--- src/rtl/countd_pkg.sv ---
// Shared constants and helpers for the cascadable BCD down counter.
package countd_pkg;

    localparam int BCD_W = 4;
    localparam logic [BCD_W-1:0] BCD_MAX = 4'd9;

    function automatic logic [BCD_W-1:0] bcd_sat(input logic [BCD_W-1:0] d);
        return (d > BCD_MAX) ? BCD_MAX : d;
    endfunction

endpackage

--- src/rtl/countd_bcd_if.sv ---
// Control/status bundle between a counter user and countd_bcd.
interface countd_bcd_if #(parameter int DIGITS = 2);
    import countd_pkg::*;

    logic                      load;
    logic [BCD_W*DIGITS-1:0]   load_val;
    logic                      en;
    logic                      stop_at_zero;
    logic [BCD_W*DIGITS-1:0]   q;
    logic                      zero;
    logic                      wrap;
    logic                      load_err;

    modport master (
        output load, load_val, en, stop_at_zero,
        input  q, zero, wrap, load_err
    );

    modport slave (
        input  load, load_val, en, stop_at_zero,
        output q, zero, wrap, load_err
    );

endinterface

--- src/rtl/countd_bcd_digit.sv ---
// One BCD digit of the down counter: saturating load, decrement on borrow-in.
module bcd_digit_down
    import countd_pkg::*;
(
    input  logic             clk,
    input  logic             reset,
    input  logic             load,
    input  logic [BCD_W-1:0] ld_digit,
    input  logic             bin,
    output logic [BCD_W-1:0] digit,
    output logic             bout,
    output logic             err
);

    assign err  = (ld_digit > BCD_MAX);
    assign bout = bin && (digit == '0);

    always_ff @(posedge clk or posedge reset) begin
        if (reset) begin
            digit <= '0;
        end else if (load) begin
            digit <= bcd_sat(ld_digit);
        end else if (bin) begin
            digit <= (digit == '0) ? BCD_MAX : digit - 4'd1;
        end
    end

endmodule

--- src/rtl/countd_bcd.sv ---
// Multi-digit BCD down counter with load, stop-at-zero/wrap and chain pulse.
module countd_bcd
    import countd_pkg::*;
#(
    parameter int DIGITS = 2
) (
    input logic         clk,
    input logic         reset,
    countd_bcd_if.slave bus
);

    localparam int W = BCD_W * DIGITS;

    logic [W-1:0]      q;
    logic [DIGITS:0]   borrow;
    logic [DIGITS-1:0] err;
    logic              zero;
    logic              wrap;
    logic              load_err;

    assign zero = (q == '0);

    // Gating the chain input covers load priority and the hold-at-zero case.
    assign borrow[0] = bus.en && !bus.load && !(zero && bus.stop_at_zero);

    for (genvar g = 0; g < DIGITS; g++) begin : g_digit
        bcd_digit_down u_digit (
            .clk      (clk),
            .reset    (reset),
            .load     (bus.load),
            .ld_digit (bus.load_val[BCD_W*g +: BCD_W]),
            .bin      (borrow[g]),
            .digit    (q[BCD_W*g +: BCD_W]),
            .bout     (borrow[g+1]),
            .err      (err[g])
        );
    end

    // A borrow out of the top digit is exactly a 0 -> all-9s wrap.
    always_ff @(posedge clk or posedge reset) begin
        if (reset) begin
            wrap     <= 1'b0;
            load_err <= 1'b0;
        end else begin
            wrap     <= borrow[DIGITS];
            load_err <= bus.load && (|err);
        end
    end

    assign bus.q        = q;
    assign bus.zero     = zero;
    assign bus.wrap     = wrap;
    assign bus.load_err = load_err;

endmodule

--- src/flat_wrapper.sv ---
// flat-port wrapper written by rule: the top's interface ports become plain ports
module countd_bcd_flat import countd_pkg::*;
#(
    parameter int DIGITS = 2
)
  (clk, reset, bus_load, bus_load_val, bus_en, bus_stop_at_zero, bus_q, bus_zero, bus_wrap, bus_load_err);
  countd_bcd_if #(.DIGITS(DIGITS)) bus_i ();
  input logic clk;
  input logic reset;
  input wire logic [$bits(bus_i.load)-1:0] bus_load;
  input wire logic [$bits(bus_i.load_val)-1:0] bus_load_val;
  input wire logic [$bits(bus_i.en)-1:0] bus_en;
  input wire logic [$bits(bus_i.stop_at_zero)-1:0] bus_stop_at_zero;
  output wire logic [$bits(bus_i.q)-1:0] bus_q;
  output wire logic [$bits(bus_i.zero)-1:0] bus_zero;
  output wire logic [$bits(bus_i.wrap)-1:0] bus_wrap;
  output wire logic [$bits(bus_i.load_err)-1:0] bus_load_err;
  assign bus_i.load = bus_load;
  assign bus_i.load_val = bus_load_val;
  assign bus_i.en = bus_en;
  assign bus_i.stop_at_zero = bus_stop_at_zero;
  assign bus_q = bus_i.q;
  assign bus_zero = bus_i.zero;
  assign bus_wrap = bus_i.wrap;
  assign bus_load_err = bus_i.load_err;
  countd_bcd #(.DIGITS(DIGITS)) u_core (.clk(clk), .reset(reset), .bus(bus_i));
endmodule
--- config.mk ---
export PLATFORM = sky130hd
export DESIGN_NAME = countd_bcd_flat
export DESIGN_NICKNAME = d
export VERILOG_FILES = /design/src/rtl/countd_pkg.sv /design/src/rtl/countd_bcd_if.sv /design/src/rtl/countd_bcd_digit.sv /design/src/rtl/countd_bcd.sv /design/src/flat_wrapper.sv
export SDC_FILE = /design/constraint.sdc
export NUM_CORES = 1
export LEC_CHECK = 0
export CORE_UTILIZATION = 42
export CTS_BUF_LIST = sky130_fd_sc_hd__clkbuf_8
export CTS_CLUSTER_DIAMETER = 80
export DETAILED_ROUTE_END_ITERATION = 8
export PLACE_DENSITY = 0.79
export SYNTH_ARGS = -nofsm -noshare
export SYNTH_HDL_FRONTEND = slang
export SYNTH_SLANG_ARGS = --single-unit
--- constraint.sdc ---
create_clock -name clk -period 2.2 [get_ports clk]
set_clock_uncertainty 0.2 [all_clocks]
set_input_delay 0.22 -clock clk [delete_from_list [all_inputs] [get_ports clk]]
set_output_delay 0.22 -clock clk [all_outputs]
set_load 0.1 [all_outputs]
==> Word level (Yosys, flattened, before mapping) <==
Cells that the tools add are included.
{ "word_totals": {"regBits": 10, "inputBits": 13, "out_inout_bits": 11, "elab_cells": 30} }
{ "op_classes": {"addsub": 2, "order_cmp": 2, "mux": 8, "reduce_logical": 14} }
{ "ops": {"columns": ["cell", "count"], "rows": [
  ["4-bit 2-to-1 mux", 8],
  ["4-bit greater-than comparator (second input constant)", 2],
  ["4-bit logical NOT", 2],
  ["8-bit logical NOT", 1],
  ["4-bit by 1-bit subtractor with 4-bit output (second input constant)", 2],
  ["1-bit logical AND", 6],
  ["2-bit nonzero test", 2],
  ["1-bit logical NOT", 2],
  ["2-bit OR reduction", 1]
]} }

==> Depth between registers and ports, before layout <==
{ "logic_depth": {"depth_word": 7, "mapped_depth": 4, "mapped_depth_nobuf": 4} }

==> Modules after synthesis <==
A second synthesis with hierarchy kept.
{ "unflattened": {"hier_cells": 61, "hier_area_um2": 600.6} }
{ "by_module_without_submodules": {"columns": ["mod", "instances", "cells_each", "area_each_um2", "seq_area_each_um2"], "rows": [
  ["bcd_digit_down", 2, 25, 251.5, 100.1],
  ["countd_bcd", 1, 11, 97.6, 50.0]
]} }

==> Least setup slack after synthesis <==
OpenSTA, ideal clock, no wires.
{ "synth_timing": {"path_kind": "reg2out", "start": "register u_core.g_digit[0].u_digit.digit[3]", "end": "output bus_zero", "arrival_ps": 4415, "setup_slack_ps": -2635, "path_stages_with_launch": 3, "cell_sequence": "dfrtp_1 -> or3_1 -> nor4b_1"} }
{ "synth_between": {"elab_chain_len": 1} }
{ "synth_lines": {"columns": ["element", "line_no", "source"], "rows": [
  ["start: declaration", "countd_bcd_digit.sv:10", "output logic [BCD_W-1:0] digit,"],
  ["start signal: assignment", "countd_bcd_digit.sv:22", "digit <= bcd_sat(ld_digit);"],
  ["start signal: assignment", "countd_bcd_digit.sv:24", "digit <= (digit == '0) ? BCD_MAX : digit - 4'd1;"],
  ["8-bit logical NOT", "countd_bcd.sv:21", "assign zero = (q == '0);"],
  ["end: declaration", "flat_wrapper.sv:15", "output wire logic [$bits(bus_i.zero)-1:0] bus_zero;"]
]} }
No other way between the ends.

==> Worst setup path after layout <==
{ "layout_timing": {"start": "register u_core.g_digit[0].u_digit.digit[2]", "end": "output bus_zero"} }
Same word-level chain as after synthesis.

==> out/results.ini <==
[run_status]
status=finished clean

[pwr]
cellPowerDensity_nw_per_um2=804
p_leak_nw=0.380
vdd_drop_max_mv=0.583
power.total_uw=751

[cells_and_area]
stdcell_area_sq_um=935
nets=109
drive_gt1_share_pct=33.7
syn_to_final_growth_pct=65.3
seq_area_sq_um=270
n_fill_cell=77
fin_cells=109
multi_input_area_sq_um=320
diodes=0
final_core_util_pct=79.8

[route]
vias=617
drc=0
drt_first_pass_iters=4
wl_per_cell_microns=15.5
drt_iter0_drc=7
antenna_left=0
drt-total-wl_mm=1.69
viasPerCell=5.66

[cts]
cts_tree=built
ctsResizeCount=0
path_clk_slew_ps=50
cts_sinks=10
hold_buffers=0
cts_made_buffers=3
clock_path_buffers=2
cts_setup_buffers=0
clk_latency_ps=240
htree_num_levels=1
root_buffer=clkbuf_8

[floorplanning]
initial_core_util_pct=48.3
die_y_microns=38.7
pin_count=24
core_sq_um=1170
die_w_microns=38.7
rows=12
die_area_sq_um=1500

[synth]
synth_top_flop_cell=dfrtp_1
yosysTopAreaCell=dfrtp_1
yosys-top-cells-area=dfrtp_1 44%, o21ai_1 5.3%, nand3b_1 4.0%, a21oi_1 3.5%, mux2i_1 3.5%
synth.most_common_cell=dfrtp_1
synth_area_sq_um=566
synth_cell_types=26
ys_seq_area_share_pct=44.2
synth_async_sr_flop_share_pct=100
synth_cells=63
yosys-top-cells-count=10 x dfrtp_1, 6 x o21ai_1, 5 x nand2_1, 5 x nor2_1, 4 x a21oi_1
synth_edf_count=0
synth_nets=76
synth.avg_cell_area_sq_um=8.98
yosys_register_bits=10
yosysTopAreaCellShare_pct=44.2
ys_warn_count=0

[worst_hold_path]
hold_class=input pin to asynchronous set/reset pin

[timing]
whs_ps=92.0
setup_violations=0
maxSlewHeadroom_pct=73.2
drv_slew=0
finalHoldViolCount=0
fin_setup_tns_ps=0
worst_pin_slew_ps=401
max_freq_mhz=474
fin_crit_sh_pct=95.8
worst_slack_ps=91.7
rsz0062_at_grt=false
period_needed_ps=2110

[setup_path]
timing_worst_setup_path_type=flip-flop to output port
setup.worst_path.end_class=output port
reg2reg_depth=4
critPathLaunchType=flip-flop
critPathMaxFanout=6
arrival_ps=1690
cp_data_required_time_ps=1780

[placed_design]
pre_cts_ws_ps=-31.7
dpl.cell_count=105
place_area_sq_um=880
gp_congestion=0.837
dpl.hpwl_mm=1.21
port_buffers=23

[global_routing]
grt_start_max_net_pins=12
grt_overflow_total=0
antenna_found_initial=0
grt_pass1_vias=601
grt_pass1_wl_mm=2.67
grtUsageTotal_pct=27.7

[run]
maxCapViolCount=0

## registers in the layout (all words and copies together) (netlist names)
name	flops
u_core.bus.wrap	1
u_core.g_digit.u_digit.digit	8
u_core.bus.load_err	1
## power breakdown
part | leakage, nW | internal (mW) | switching [mW]
sequential | 0.117 | 0.209 | 0.0293
clock | 0.0288 | 0.158 | 0.0795
combinational | 0.234 | 0.0860 | 0.190
total | 0.380 | 0.453 | 0.298
## routing by layer
layer | global-route usage [%] | share of wire (%) | vias to the layer above
li1 | - | - | 295
met1 | 32.1 | 42 | 295
met2 | 47.1 | 52 | 24
met3 | 6.94 | 4.9 | 3
met4 | 12.9 | 1.4 | 0
met5 | 0 | 0 | -
## critical path, stage by stage, from the launching register on
cell,delay [ps]
dfrtp_4,490
or3_4,420
nor4b_4,310
buf_12,210
## cell families after synthesis
group	after synthesis	share of synthesized area (%)
AO/OA/AOI/OAI	18	19.0
XOR/XNOR	1	1.55
buffers and inverters	4	2.65
flip-flops	10	44.2
multiplexers	2	3.54
AND/OR/NAND/NOR	28	29.0
## area by class of cell
cell class / instances / share of cell area [%]
multi-input cells: 49 / 34.3
clock buffers: 4 / 5.89
flip-flops and latches: 10 / 28.9
well taps: 14 / 1.87
repair buffers: 29 / 27.8
inverters: 3 / 1.20
## path summary, 6_finish.rpt
kind,start,end,slack [ps]
worst max-delay path,u_core.g_digit[0].u_digit.digit[2]$_DFFE_PP0P_,bus_zero,90
worst min-delay path,reset,u_core.g_digit[0].u_digit.digit[1]$_DFFE_PP0P_,90
worst max register to register,u_core.g_digit[0].u_digit.digit[2]$_DFFE_PP0P_,u_core.g_digit[1].u_digit.digit[3]$_DFFE_PP0P_,120
worst min register to register,u_core.g_digit[1].u_digit.digit[3]$_DFFE_PP0P_,u_core.bus.wrap$_DFF_PP0_,420
max in group asynchronous,reset,u_core.g_digit[1].u_digit.digit[0]$_DFFE_PP0P_,1390
min in group clk,bus_load_val[2],u_core.g_digit[0].u_digit.digit[2]$_DFFE_PP0P_,360
## cells in the final DEF, fill, tap and decap left out, types with 3 or more instances in the layout
cell type        synthesis  final
nor2_1                   5      5
dfrtp_4                  0      5
dfrtp_1                 10      4
inv_1                    3      3
o21ai_0                  3      3
clkdlybuf4s50_1          0     12
nor3_1                   3      3
o21ai_1                  6      6
clkbuf_8                 0      4
nand3b_1                 3      3
buf_4                    0     16
nand2_1                  5      5
a21oi_1                  4      4
No activity file was read; power rests on OpenSTA's default activity.
==> variant: new RTL, same flow settings <==
`DIGITS` is set to 2 in 3 places; all go to 4.
--- a/src/rtl/countd_bcd_if.sv
+++ b/src/rtl/countd_bcd_if.sv
@@ -1,5 +1,5 @@
 // Control/status bundle between a counter user and countd_bcd.
-interface countd_bcd_if #(parameter int DIGITS = 2);
+interface countd_bcd_if #(parameter int DIGITS = 4);
     import countd_pkg::*;
 
     logic                      load;
--- a/src/rtl/countd_bcd.sv
+++ b/src/rtl/countd_bcd.sv
@@ -2,7 +2,7 @@
 module countd_bcd
     import countd_pkg::*;
 #(
-    parameter int DIGITS = 2
+    parameter int DIGITS = 4
 ) (
     input logic         clk,
     input logic         reset,
--- a/src/flat_wrapper.sv
+++ b/src/flat_wrapper.sv
@@ -1,7 +1,7 @@
 // flat-port wrapper written by rule: the top's interface ports become plain ports
 module countd_bcd_flat import countd_pkg::*;
 #(
-    parameter int DIGITS = 2
+    parameter int DIGITS = 4
 )
   (clk, reset, bus_load, bus_load_val, bus_en, bus_stop_at_zero, bus_q, bus_zero, bus_wrap, bus_load_err);
   countd_bcd_if #(.DIGITS(DIGITS)) bus_i ();
Interface: changed (resized bus_load_val and bus_q); port bits go from 24 to 40. The function was not compared with the original's and may differ.
==> variant against the unedited design <==
First-iteration DRC count rose to 3.9 times the old value. Final cell count is 89% higher. Non-clock buffer count grew 21. Combinational power is 75% higher. Highest routed layer unchanged. Critical path type unchanged. Routed wire length grew 100%. Count of clock-buffer cells in the layout decreased by 1. Power increased by 53%. Fmax is 1.3% lower. Area after synthesis increased by 100%. Sequential cell count increased by 8. Design area increased by 82%. Worst setup slack worse by 0.027 ns. Sequential power is 82% higher. Synthesized cell count increased by 100%.
==> variant: results (changes against the unedited design) <==
metric	value	unit	change
groute.layer.met3.usage	5.93	%	was 6.94%
cp_data_arrival_time	1.72	ns	was 1.69 ns
async_flop_share	100	%	unchanged
power.leakage	0.669	nW	was 0.380 nW
ctsHtreeMaxLevel	1		unchanged
top_regs	u_core.g_digit.u_digit.digit x16, u_core.bus.load_err x1, u_core.bus.wrap x1		was u_core.g_digit.u_digit.digit x8, u_core.bus.load_err x1, u_core.bus.wrap x1
synth_nets	147		was 76
grt_max_degree	19		was 12
dr.pass1.iters	4		unchanged
ir_worst_vdd	0.000777	V	was 0.000583 V
clock_latency	0.26	ns	was 0.24 ns
synth_cell_type_count	41		was 26
pg_seq	0.434	mW	was 0.238 mW
place_inst	199		was 105
dp_hpwl	2.47	mm	was 1.21 mm
dpl_cell_area	0.00161	sq mm	was 880 sq um
regArea	473	sq um	was 270 sq um
clockRootBuffer	clkbuf_8		unchanged
ys_seq_area_share	39.8	%	was 44.2%
drt_iter0_markers	27		was 7
seq_share	27.9	%	was 28.9%
inverters	7		was 3
fillerInstances	222		was 77
multi_input_cells	98		was 49
gp_congestion	0.891		was 0.837
clkCellAreaFrac	2.43	%	was 5.89%
drv_cap	0		unchanged
met2_usage	42.4	%	was 47.1%
diodes	0		unchanged
portBuffers	39		was 23
clkSlewWorstSetupHoldPaths	0.07	ns	was 0.05 ns
synth.area.top_cells	dfrtp_1, o21ai_0, nand3b_1		was dfrtp_1, o21ai_1, nand3b_1
nNonClkBuffers	50		was 29
grt_pass1_wl	5.21	mm	was 2.67 mm
hold_class	in2async		unchanged
antenna_found_initial	0		unchanged
grt.total_usage	25.8	%	was 27.7%
outcome	finished, final reports clean		unchanged
grt_pass1_vias	1164		was 601
die_w	53.9	um	was 38.7 um
synth_commonest_cells	dfrtp_1, o21ai_0, nor2_1		was dfrtp_1, o21ai_1, nand2_1, nor2_1, a21oi_1
p_comb_share	42.0	%	was 36.7%
clock_sinks	18		was 10
final_cells	206		was 109
multiInputGateArea	682	sq um	was 320 sq um
grtUsageMet1	31.6	%	was 32.1%
path_max_fanout	6		unchanged
wire_per_inst	16.6	um	was 15.5 um
place_ws	0.00511	ns	was -0.0317 ns
cts_buffer_depth	2		unchanged
buf_share	25.8	%	was 27.8%
via_per_inst	6.02		was 5.66
switchingPower	0.519	mW	was 0.298 mW
pwr-share-clk	20.4	%	was 31.6%
yosysWarnings	0		unchanged
cts_inserted_buffers	3		unchanged
slew-limit-headroom	51.2	%	was 73.2%
drive_gt1_share	34.7	%	was 33.7%
syn-mean-instance-area	8.99	sq um	was 8.98 sq um
-- variant: cell types whose count changed after synthesis, sizes merged, moves of 3 or more --
cell    unedited run  this run
nand2              5         8
nand3              0         6
nor4               2         5
dfrtp             10        18
nand3b             3         7
nor2               5        10
inv                3         7
o21ai              9        13
nand4              0         3
-- variant: cell families after synthesis --
family / after synthesis / share of synthesized area [%]
flops: 18 / 39.8
mux: 4 / 3.76
simple gates: 56 / 29.7
buf+inv: 10 / 3.98
compound gates: 38 / 22.8
-- variant: per-layer routing --
layer	wire, um	vias to the layer above	share of wire [%]
met3	191	8	5.6
met5	0	-	0
met1	1420	592	41
li1	-	592	-
met4	72	0	2.1
met2	1750	49	51
-- variant: repair_timing --
item | CTS | global route
resized for setup | 1 | 1
setup buffers | 1 | 3
pin swaps | 0 | 2
endpoints found under the setup margin | 1 | 1
gates cloned | 0 | 0
endpoints found under the hold margin | 0 | 0
-- variant: critical path, cell delays in order, from the launching register on --
cell	delay (ns)
dfrtp_2	0.45
nor4_4	0.41
nand4_1	0.22
nor2_4	0.19
buf_12	0.18
-- variant: path summary, 6_finish.rpt --
| path | slack, ns | startpoint | end | cells after the start |
|---|---|---|---|---|
| worst max-delay path | 0.06 | u_core.g_digit[1].u_digit.digit[3] | bus_zero | 4 |
| max in group asynchronous | 1.08 | reset | u_core.g_digit[0].u_digit.digit[0] | 2 |
| worst max register to register | 0.11 | u_core.g_digit[0].u_digit.digit[0] | u_core.g_digit[1].u_digit.digit[3] | 4 |
| min in group clk | 0.33 | bus_load_val[8] | u_core.g_digit[2].u_digit.digit[0] | 3 |
| worst min register to register | 0.39 | u_core.g_digit[3].u_digit.digit[3] | u_core.bus.wrap | 1 |
| worst min-delay path | 0.18 | reset | u_core.g_digit[2].u_digit.digit[1] | 2 |
